--- src/rtl/demux_sched_pkg.sv ---
// demux_sched shared types and sizes.
// Optional per-destination beat statistics: DEMUX_SCHED_STATS_EN.
package demux_sched_pkg;

    localparam int REQ_N  = 4;
    localparam int DATA_W = 4;
    localparam int SEL_W  = 2;
    localparam int CNT_W  = 4;

    typedef enum logic {
        IDLE  = 1'b0,
        GRANT = 1'b1
    } state_e;

endpackage

--- src/rtl/demux_sched_rr_pick.sv ---
// Combinational 4-way round-robin pick.
// Search order: start, start+1, start+2, start+3 (mod 4).
module rr_pick
    import demux_sched_pkg::*;
(
    input  logic [REQ_N-1:0] req_i,
    input  logic [SEL_W-1:0] start_i,
    output logic [REQ_N-1:0] gnt_o,
    output logic             valid_o
);

    logic [SEL_W-1:0] idx;

    // First set request in rotated order wins
    always_comb begin
        gnt_o   = '0;
        valid_o = 1'b0;
        idx     = '0;
        for (int k = 0; k < REQ_N; k++) begin
            idx = start_i + SEL_W'(k);
            if (!valid_o && req_i[idx]) begin
                gnt_o[idx] = 1'b1;
                valid_o    = 1'b1;
            end
        end
    end

endmodule

--- src/rtl/demux_sched.sv ---
// Round-robin burst scheduler feeding a 1-to-4 demultiplexer.
// Define DEMUX_SCHED_STATS_EN to add per-destination beat counters.
module demux_sched
    import demux_sched_pkg::*;
#(
    parameter int MAX_BURST = 4,
    parameter int STALL_MAX = 8
) (
    input  logic                    clk,
    input  logic                    rst_n,
    input  logic [REQ_N-1:0]        req,
    input  logic [REQ_N*DATA_W-1:0] req_data,
    input  logic [REQ_N*SEL_W-1:0]  req_dest,
    input  logic [REQ_N-1:0]        dst_ready,
`ifdef DEMUX_SCHED_STATS_EN
    input  logic                    stat_clr,
    output logic [31:0]             stat_beats,
`endif
    output logic [REQ_N-1:0]        gnt,
    output logic [DATA_W-1:0]       dmx_data,
    output logic [SEL_W-1:0]        dmx_sel,
    output logic                    dmx_valid,
    output logic                    busy
);

    state_e            state_q;
    logic [REQ_N-1:0]  gnt_q;
    logic [DATA_W-1:0] dmx_data_q;
    logic [SEL_W-1:0]  dmx_sel_q;
    logic              dmx_valid_q;
    logic [SEL_W-1:0]  last_q;
    logic [CNT_W-1:0]  burst_q;
    logic [CNT_W-1:0]  stall_q;

    logic [SEL_W-1:0]  own;
    logic [SEL_W-1:0]  dest;
    logic [DATA_W-1:0] own_data;
    logic              beat;
    logic              stall;
    logic              drop;
    logic              rel;
    logic [SEL_W-1:0]  start;
    logic [REQ_N-1:0]  pick_gnt;
    logic              pick_v;

    // Owner index from the one-hot grant
    always_comb begin
        own = '0;
        unique case (1'b1)
            gnt_q[0]: own = 2'd0;
            gnt_q[1]: own = 2'd1;
            gnt_q[2]: own = 2'd2;
            gnt_q[3]: own = 2'd3;
            default:  own = 2'd0;
        endcase
    end

    assign dest     = req_dest[own*SEL_W +: SEL_W];
    assign own_data = req_data[own*DATA_W +: DATA_W];

    // Classify the current GRANT cycle and decide on release
    always_comb begin
        beat  = (state_q == GRANT) && req[own] && dst_ready[dest];
        stall = (state_q == GRANT) && req[own] && !dst_ready[dest];
        drop  = (state_q == GRANT) && !req[own];
        rel   = drop
              || (beat  && burst_q == CNT_W'(MAX_BURST - 1))
              || (stall && stall_q == CNT_W'(STALL_MAX - 1));
        start = (state_q == GRANT) ? own + 2'd1 : last_q + 2'd1;
    end

    rr_pick u_pick (
        .req_i   (req),
        .start_i (start),
        .gnt_o   (pick_gnt),
        .valid_o (pick_v)
    );

    // Scheduler FSM with registered grant and demux outputs
    always_ff @(posedge clk or negedge rst_n) begin
        if (!rst_n) begin
            state_q     <= IDLE;
            gnt_q       <= '0;
            dmx_data_q  <= '0;
            dmx_sel_q   <= '0;
            dmx_valid_q <= 1'b0;
            last_q      <= 2'd3;
            burst_q     <= '0;
            stall_q     <= '0;
        end else begin
            case (state_q)
                IDLE: begin
                    dmx_valid_q <= 1'b0;
                    if (pick_v) begin
                        gnt_q   <= pick_gnt;
                        burst_q <= '0;
                        stall_q <= '0;
                        state_q <= GRANT;
                    end
                end
                GRANT: begin
                    if (beat) begin
                        dmx_data_q  <= own_data;
                        dmx_sel_q   <= dest;
                        dmx_valid_q <= 1'b1;
                        burst_q     <= burst_q + 1'b1;
                        stall_q     <= '0;
                    end else begin
                        dmx_valid_q <= 1'b0;
                        if (stall) stall_q <= stall_q + 1'b1;
                    end
                    if (rel) begin
                        last_q  <= own;
                        burst_q <= '0;
                        stall_q <= '0;
                        if (pick_v) begin
                            gnt_q <= pick_gnt;
                        end else begin
                            gnt_q   <= '0;
                            state_q <= IDLE;
                        end
                    end
                end
                default: state_q <= IDLE;
            endcase
        end
    end

    assign gnt       = gnt_q;
    assign dmx_data  = dmx_data_q;
    assign dmx_sel   = dmx_sel_q;
    assign dmx_valid = dmx_valid_q;
    assign busy      = (state_q == GRANT);

`ifdef DEMUX_SCHED_STATS_EN
    logic [7:0] stat_q [REQ_N];

    // Saturating per-destination beat counters, clear beats increment
    always_ff @(posedge clk or negedge rst_n) begin
        if (!rst_n) begin
            for (int k = 0; k < REQ_N; k++) stat_q[k] <= '0;
        end else begin
            for (int k = 0; k < REQ_N; k++) begin
                if (stat_clr) begin
                    stat_q[k] <= '0;
                end else if (beat && dest == SEL_W'(k)
                             && stat_q[k] != 8'hFF) begin
                    stat_q[k] <= stat_q[k] + 8'd1;
                end
            end
        end
    end

    assign stat_beats = {stat_q[3], stat_q[2], stat_q[1], stat_q[0]};
`endif

endmodule

--- config.mk ---
export PLATFORM = sky130hd
export DESIGN_NAME = demux_sched
export DESIGN_NICKNAME = d
export VERILOG_FILES = /design/src/rtl/demux_sched_pkg.sv /design/src/rtl/demux_sched_rr_pick.sv /design/src/rtl/demux_sched.sv
export SDC_FILE = /design/constraint.sdc
export NUM_CORES = 1
export LEC_CHECK = 0
export ABC_AREA = 1
export BUFFER_PORTS_ARGS = -buffer_cell sky130_fd_sc_hd__buf_2
export CAP_MARGIN = 20
export CORE_ASPECT_RATIO = 1.1
export CORE_MARGIN = 3
export CORE_UTILIZATION = 54
export CTS_BUF_LIST = sky130_fd_sc_hd__clkbuf_16
export CTS_CLUSTER_SIZE = 8
export DETAILED_ROUTE_END_ITERATION = 10
export PLACE_DENSITY_LB_ADDON = 0.08
export SLEW_MARGIN = 10
export SYNTH_ARGS = -nofsm -noshare
export SYNTH_HDL_FRONTEND = slang
export SYNTH_SLANG_ARGS = --single-unit
--- constraint.sdc ---
create_clock -name clk -period 2.34 [get_ports clk]
set_input_delay 0.234 -clock clk [delete_from_list [all_inputs] [get_ports clk]]
set_output_delay 0.234 -clock clk [all_outputs]
set_load 0.01 [all_outputs]
* Yosys cells after proc, flatten, opt, wreduce, memory -nomap -nowiden
Cells that the tools add are included.
Cells by class: $add $sub $neg 7, order comparisons 10, equality and inequality tests 6, shift operators 2, mux-type cells 47, bitwise logic cells 4, reduce and logical (&&, ||, !) cells 25
Operators by type and width (number):
- two-way mux 4 bit | 13
- one-hot mux 4 bit (2 select lines) | 3
- < comparator 2 x 3 -> 1 bit, second input constant | 6
- two-way mux 1 bit | 17
- variable part select 16 x 5 -> 4 bit | 1
- logical AND 1 bit | 13
- binary-select mux 1 bit (select 2 bit) | 6
- OR 4 bit | 3
- AND reduction 2 bit | 5
- adder 4 x 1 -> 4 bit, second input constant | 2
- demux 1 bit (select 2 bit) | 4
- >= comparator 2 x 1 -> 1 bit, second input constant | 4
- variable part select 8 x 4 -> 2 bit | 1
- adder 2 x 1 -> 2 bit, second input constant | 3
- one-hot mux 2 bit (3 select lines) | 1
- zero test 1 bit | 5
- adder 2 bit, second input constant | 2
- == test 4 x 2 -> 1 bit, second input constant | 1
- == test 4 x 3 -> 1 bit, second input constant | 1
- inequality test 4 x 1 -> 1 bit, second input constant | 1
- one-hot mux 1 bit (2 select lines) | 2
- inequality test 3 x 1 -> 1 bit, second input constant | 1
- logical OR 1 bit | 2
- two-way mux 2 bit | 1
- 3 further kinds | 3
Storage, ports and cells: register bits after elaboration 22, bits of input ports 34, word-level logic and storage cells 109

* Logic depth before layout (Yosys ltp)
Gate-level depths: netlist of the first run.
depth after elaboration 18, mapped depth 17, depth with buffers taken out 17

* By module
From an unflattened synthesis of the first run, not the netlist that was laid out.
Unflattened totals: cells, all modules 277, area, all modules 1836.8 um2
Modules (own cells, without submodules):
- demux_sched | times used 1, cells each 201, area an instance 1417.6 um2, sequential area each 553.0 um2
- rr_pick | times used 1, cells each 76, area an instance 419.2 um2, sequential area each 0.0 um2

* Worst setup path before layout of the first run
No wires, ideal clock.
path kind reg-to-reg, start reg gnt_q[3] (netlist: gnt[3]), end reg burst_q[2], library setup time 127 ps, arrival time 2099 ps, data required time 2213 ps, slack 114 ps, stages on the path, launching flop included 15, path buffers 0, path through dfrtp_1 -> nor2_4 -> inv_2 -> nand2_1 -> o21ai_0 -> inv_1 -> ha_1 -> nor2_1 -> inv_1 -> nand2_2 -> nand2_4 -> nor2_8 -> nand4_4 -> nand2_2 -> o21ai_0
Between the ends: longest elaborated chain between the ends 17, elaborated cells between the ends (all ways) 44
RTL lines:
- start, declared | line demux_sched.sv:27 | logic [REQ_N-1:0] gnt_q;
- start signal, assigned | line demux_sched.sv:95 | gnt_q <= pick_gnt;
- start signal, assigned | line demux_sched.sv:117 | gnt_q <= pick_gnt;
- one-hot mux 2 bit (3 select lines) * | line demux_sched.sv:49 | unique case (1'b1)
- branches (longest 16 deep; another with adder 2 x 1 -> 2 bit)
- end signal, assigned | line demux_sched.sv:106 | burst_q <= burst_q + 1'b1;
- end, declared | line demux_sched.sv:32 | logic [CNT_W-1:0] burst_q;
Every way passes the cells marked *. The select of a mux whose other input is x is not followed. A chain may end at the register's enable or synchronous reset.

* Worst setup path after layout of the first run
Same ends and word-level chain as after synthesis.

==> results.ini, run 1 <==
[cells_and_area]
nets = 384
area_delta_synth_final_pct = 24.7
n_antenna_cell = 0
nFillCells = 270
design_area_mm2 = 0.00233
drive_gt1_share_pct = 27.6
fin_util_pct = 73.4
instances_no_fill = 386

[synth]
ys_warn_count = 0
yosys_most_used_dff = dfrtp_1
syn_area_mm2 = 0.00187
synth_cell_type_count = 27
synth-seq-area-share_pct = 29.6
synth_edf_count = 0
async_reset_ff_share_pct = 100
ys_ff_latch = 22
syn_nets = 325
avgSynthCellArea_um2 = 6.63
synthesis.instances = 282

[setup_path]
required_ns = 2.47
reg2reg_from = gnt[3]
r2r_slack_ns = 0.19
cp_common_cell = nand2_4
max_stage_delay_ns = 0.40
crit_fanout = 10
path_class = reg2reg
r2r_cells = 14
path_cells = buf_4 > nor2_4 > nand2_2 > nand2_4 > inv_4 > ha_1 > nor2_2 > inv_1 > nand2_2 > nand2_4 > nor2_8 > nand4_4 > nand2_4 > o21ai_0
worstPathArrival_ns = 2.28
endpoint_kind = flip-flop
cp-start-kind = flip-flop
cp_slowest_cell = dfrtp_1
r2r_end = burst_q[2]

[placed_design]
dp_hpwl_um = 3550
port_buffers = 45
place_ws_ns = 0.159
placedCellCount = 381
placed_cell_area_mm2 = 0.00221
place_congestion = 0.894

[pwr]
intPower_mw = 1.78
power.total_mw = 3.69
power_frac_comb_pct = 69.9
power.leakage_nw = 1.33
vdd_drop_max_mv = 1.06
power.share.clock_pct = 12.8
power_density_mw_per_mm2 = 1580
seq_power_share_pct = 17.3
power_switching_mw = 1.91
p_sw_share_pct = 51.8

[route]
drtPass1Iterations = 4
vias_per_cell = 5.01
drc = 0
antenna_left = 0
vias = 1933
first_iter_violations = 134
wirelength_um = 4460
post_drt_wl_per_cell_um = 11.6

[floorplan]
initial_core_util_pct = 58.8
fp.dieH_um = 67.7
coreArea_mm2 = 0.00318
ios = 46
rows = 21
die_w_um = 62.1
die_area_mm2 = 0.00421

[sta]
min_period_over_period_pct = 91.9
hold_viol = 0
finalSetupViolCount = 0
min_period_ns = 2.15
tightest_slew_ns = 0.490
timing.hold.ws_ns = 0.360
fmax_mhz = 465
slew_violations = 0
skew_ns = 0.00107
tns_ns = 0
fin_ws_ns = 0.189
relSlewSlack_pct = 67.3

[worst_hold_path]
worst_hold_startpoint = req_data[11]
hp-class = in2reg
min_delay_path_depth = 5
hold_end = dmx_data[3]

[grt]
use_met1_pct = 28.1
met2_usage_pct = 42.2
use_met3_pct = 3.49
grt_pass1_vias = 1833
grt_max_degree = 23
grt_overflow = 0
grt_pass1_wl_um = 7920
antenna_found_initial = 0
grt-busiest-layer = met2
track_usage_pct = 23.0

[cts]
path_clk_slew_ns = 0.06
htree_levels = 1
cts_buffers = 3
clk_path_buf_depth = 2
cts_root_buffer = clkbuf_16
cts.sinks = 22
cts_tree = yes
clk_latency_ns = 0.25
cts_setup_buffers = 0

[run_status]
status = completed

[flow_run]
drv_cap = 0

[worst max path at each step]
stage / startpoint / to / depth (start not counted)
finish: gnt[3] / burst_q[2] / 14
floorplan: gnt[3] / burst_q[2] / 14
detailed placement: gnt[3] / burst_q[2] / 14
global route: gnt[3] / gnt[2] / 17
CTS: gnt[3] / gnt[2] / 15
global placement: last_q[1] / gnt[2] / 14
[cells in the final DEF, fill, tap and decap left out, types with 2 or more instances in the layout]
master     count
buf_4         11
nor2_4         3
dfrtp_1       20
dfstp_2        2
nand4_1        6
nor2_2         2
xor2_1         2
inv_2          5
nand2_2       12
nand3_1       29
nand2_4        4
o21ai_1        3
nand2_1       95
inv_1         32
o22ai_1        4
o21ai_0       18
nor2_1        23
clkbuf_16      3
ha_1           9
buf_2         45
a21oi_1        3
[metal layers]
layer	wire length, um	part of all wire (%)	up-vias
li1	-	-	1011
met1	2010	45	863
met2	2180	49	53
met3	220	4.9	6
met4	53	1.2	0
met5	0	0	-
[logic make-up after synthesis]
logic type               synth area share, %
AND/OR/NAND/NOR                         45.8
buffers and inverters                   9.23
AO/OA/AOI/OAI                           8.43
XOR/XNOR                               0.937
flip-flops                              29.6
adder cells (fa/ha/maj)                 6.02
[sequential cells by signal, summed over array words and instances (netlist names)]
register   cells
dmx_sel        2
gnt            4
dmx_valid      1
stall_q        4
dmx_data       4
busy           1
last_q         2
burst_q        4
[area by class of cell]
type / count / area (um2) / share of cell area [%]
multi-input combinational: 219 / 1150 / 49.5
sequential: 22 / 553 / 23.7
timing repair buffer: 57 / 318 / 13.6
inverter: 38 / 145 / 6.22
clock buffer: 3 / 75.1 / 3.22
tap: 46 / 57.6 / 2.47
clock inverter: 1 / 30.0 / 1.29
[critical path: cells and delay by family, from the launching register on]
family / cells / cell delay [ns]
simple gates: 9 / 1.02
flops: 1 / 0.40
buf+inv: 3 / 0.30
fa+ha+maj: 1 / 0.23
compound gates: 1 / 0.10
[power groups by stage]
stage | clock network (mW) | registers [mW] | logic [mW]
after floorplan | 0 | 0.665 | 1.88
after global placement | 0 | 0.639 | 2.50
after detailed placement | 0 | 0.643 | 2.54
after CTS | 0.481 | 0.637 | 2.56
after global routing | 0.499 | 0.654 | 2.93
final | 0.472 | 0.637 | 2.58
[Yosys cell counts (2+ instances only)]
cell type	count	share of area, %
a21oi_1	3	0.80
buf_6	2	1.2
dfrtp_1	20	27
dfstp_2	2	2.8
ha_1	9	6.0
inv_1	32	6.4
inv_2	5	1.0
nand2_1	96	19
nand2_2	12	4.0
nand2_4	3	1.8
nand3_1	29	7.8
nand4_1	6	2.0
nor2_1	24	4.8
nor2_4	3	1.8
o21ai_0	19	5.1
o21ai_1	2	0.54
o22ai_1	4	1.3
xor2_1	2	0.94
[repair_timing]
action | in CTS | in global routing
endpoints found under the hold margin | 20 | 0
setup endpoints to repair | 0 | 9
gates resized for setup | 0 | 4
hold buffers | 1 | 0
Note: power is estimated with default switching activity, not from simulation.
==> run 2, diff against run 1 <==
PLACE_DENSITY = 0.81   (was unset)
PLACE_DENSITY_LB_ADDON = unset   (was 0.08)
==> results.ini, run 2 (synthesis gave the netlist of run 1 again) <==
[run_status]
status = completed

[route]
first_iter_violations = 101  ; -25%
drc = 0  ; unchanged
antenna_left = 0  ; unchanged
vias_per_cell = 5.12  ; +2.2%
post_drt_wl_per_cell_um = 12.3  ; +6.7%
vias = 1996  ; +3.3%
wirelength_um = 4810  ; +7.8%
drtPass1Iterations = 4  ; unchanged

[floorplan]
die_w_um = 62.1  ; unchanged
die_area_mm2 = 0.00421  ; unchanged
ios = 46  ; unchanged
rows = 21  ; unchanged
coreArea_mm2 = 0.00318  ; unchanged
initial_core_util_pct = 58.8  ; unchanged
fp.dieH_um = 67.7  ; unchanged

[flow_run]
drv_cap = 0  ; unchanged

[setup_path]
cp_slowest_cell = dfstp_2
path_class = reg2reg
crit_buf_inv = 4  ; +1
max_stage_delay_ns = 0.51  ; +0.11 ns
cp-start-kind = flip-flop
critical_path.top_delay_family = simple AND/OR/NAND/NOR gates
crit_fanout = 6  ; -4
endpoint_kind = flip-flop
path_cells = inv_1 > o21ai_0 > buf_4 > inv_1 > ha_1 > nor2_2 > inv_1 > nand2_2 > nand2_4 > nor3_4 > nand3_1 > nand2_1 > nand2_1 > nand2_1
worstPathArrival_ns = 2.35  ; +0.07 ns
required_ns = 2.53  ; +0.06 ns

[sta]
hold_viol = 0  ; unchanged
min_period_over_period_pct = 92.4  ; +0.48 points
grt_setup_unrepaired = false
tightest_slew_ns = 0.503  ; +0.0122 ns
slew_violations = 0  ; unchanged
fmax_mhz = 463  ; -0.52%
finalSetupViolCount = 0  ; unchanged
skew_ns = 0.00106  ; -0.0000121 ns
timing.hold.ws_ns = 0.349  ; -0.0111 ns
min_period_ns = 2.16  ; +0.0112 ns
tns_ns = 0  ; unchanged
relSlewSlack_pct = 66.5  ; -0.81 points
fin_ws_ns = 0.178  ; -0.0112 ns

[pwr]
vdd_drop_max_mv = 1.19  ; +12%
power.leakage_nw = 1.35  ; +1.5%
power_frac_comb_pct = 71.2  ; +1.3 points
intPower_mw = 1.87  ; +4.9%
power.total_mw = 3.84  ; +4.2%
seq_power_share_pct = 16.4  ; -0.9 points
power.share.clock_pct = 12.5  ; -0.3 points
power_density_mw_per_mm2 = 1620  ; +2.6%
p_sw_share_pct = 51.4  ; -0.35 points
power_switching_mw = 1.97  ; +3.5%

[grt]
grt_pass1_vias = 1933  ; +5.5%
grt_pass1_wl_um = 8070  ; +1.8%
antenna_found_initial = 0  ; unchanged
grt_overflow = 0  ; unchanged
track_usage_pct = 24.0  ; +1.0 points
grt_max_degree = 23  ; unchanged

[cells_and_area]
area_delta_synth_final_pct = 26.7
mostFrequentLayoutCells = 95 x nand2_1, 45 x buf_2, 32 x inv_1, 29 x nand3_1, 23 x nor2_1
drive_gt1_share_pct = 28.8  ; +1.1 points
design_area_mm2 = 0.00237  ; +1.6%
fin_util_pct = 74.5  ; +1.1 points
nets = 388  ; +1.0%
n_antenna_cell = 0  ; unchanged
instances_no_fill = 390  ; +1.0%
final_common_cell = nand2_1

[placed_design]
placed_cell_area_mm2 = 0.00219  ; -1.0%
place_congestion = 0.853  ; -4.6%
dp_hpwl_um = 3680  ; +3.6%
port_buffers = 45  ; unchanged
placedCellCount = 378  ; -0.79%
place_ws_ns = 0.157  ; -0.00234 ns

[cts]
clk_path_buf_depth = 2  ; unchanged
clk_latency_ns = 0.25  ; about the same
cts.sinks = 22  ; unchanged
htree_levels = 1  ; unchanged
cts_tree = yes
cts_root_buffer = clkbuf_16
cts_buffers = 3  ; unchanged
path_clk_slew_ns = 0.06  ; about the same

[worst_hold_path]
hp-class = in2reg

==> run 2: final timing paths <==
path	from	to	slack, ns	cells after the start
worst max-delay path	last_q[1]	gnt[1]	0.18	14
worst min-delay path	req_data[10]	dmx_data[2]	0.35	5
worst max register to register	last_q[1]	gnt[1]	0.18	14
worst min register to register	dmx_data[1]	dmx_data[1]	0.47	2
max in group asynchronous	rst_n	last_q[0]	1.51	2
min in group asynchronous	rst_n	dmx_data[0]	0.48	2
==> run 2: layout make-up <==
cell class | instances | area (um2)
fillers | 265 | 810
inverters | 38 | 145
flip-flops and latches | 22 | 553
clock buffers | 3 | 75.1
clock inverters | 1 | 30.0
repair buffers | 61 | 352
well taps | 46 | 57.6
multi-input cells | 219 | 1160
==> run 2: power by group through the flow <==
stage,clock (mW),combinational [mW],sequential [mW]
final,0.479,2.73,0.628
after global routing,0.499,3.07,0.643
after CTS,0.485,2.55,0.628
after detailed placement,0,2.53,0.635
after global placement,0,2.47,0.632
after floorplan,0,1.88,0.665
==> run 2: worst min-delay path: stages <==
cell and delay [ns]:
buf_2 0.07, nor2_1 0.03, o22ai_1 0.11, nand2_1 0.07, nand2_1 0.05
==> run 2: what timing repair did <==
| action | 4_1_cts | 5_1_grt |
|---|---|---|
| resized for setup | 0 | 5 |
| hold endpoints to repair | 20 | 0 |
| setup endpoints to repair | 0 | 7 |
| hold buffers | 1 | 0 |
| buffers inserted | 0 | 7 |
==> run 2: routing by layer <==
metal	routed length (um)	track usage [%]	vias up
met5	0	0	-
met4	109	10.2	0
met3	203	3.00	10
met2	2430	46.9	49
met1	2060	26.5	921
li1	-	-	1016
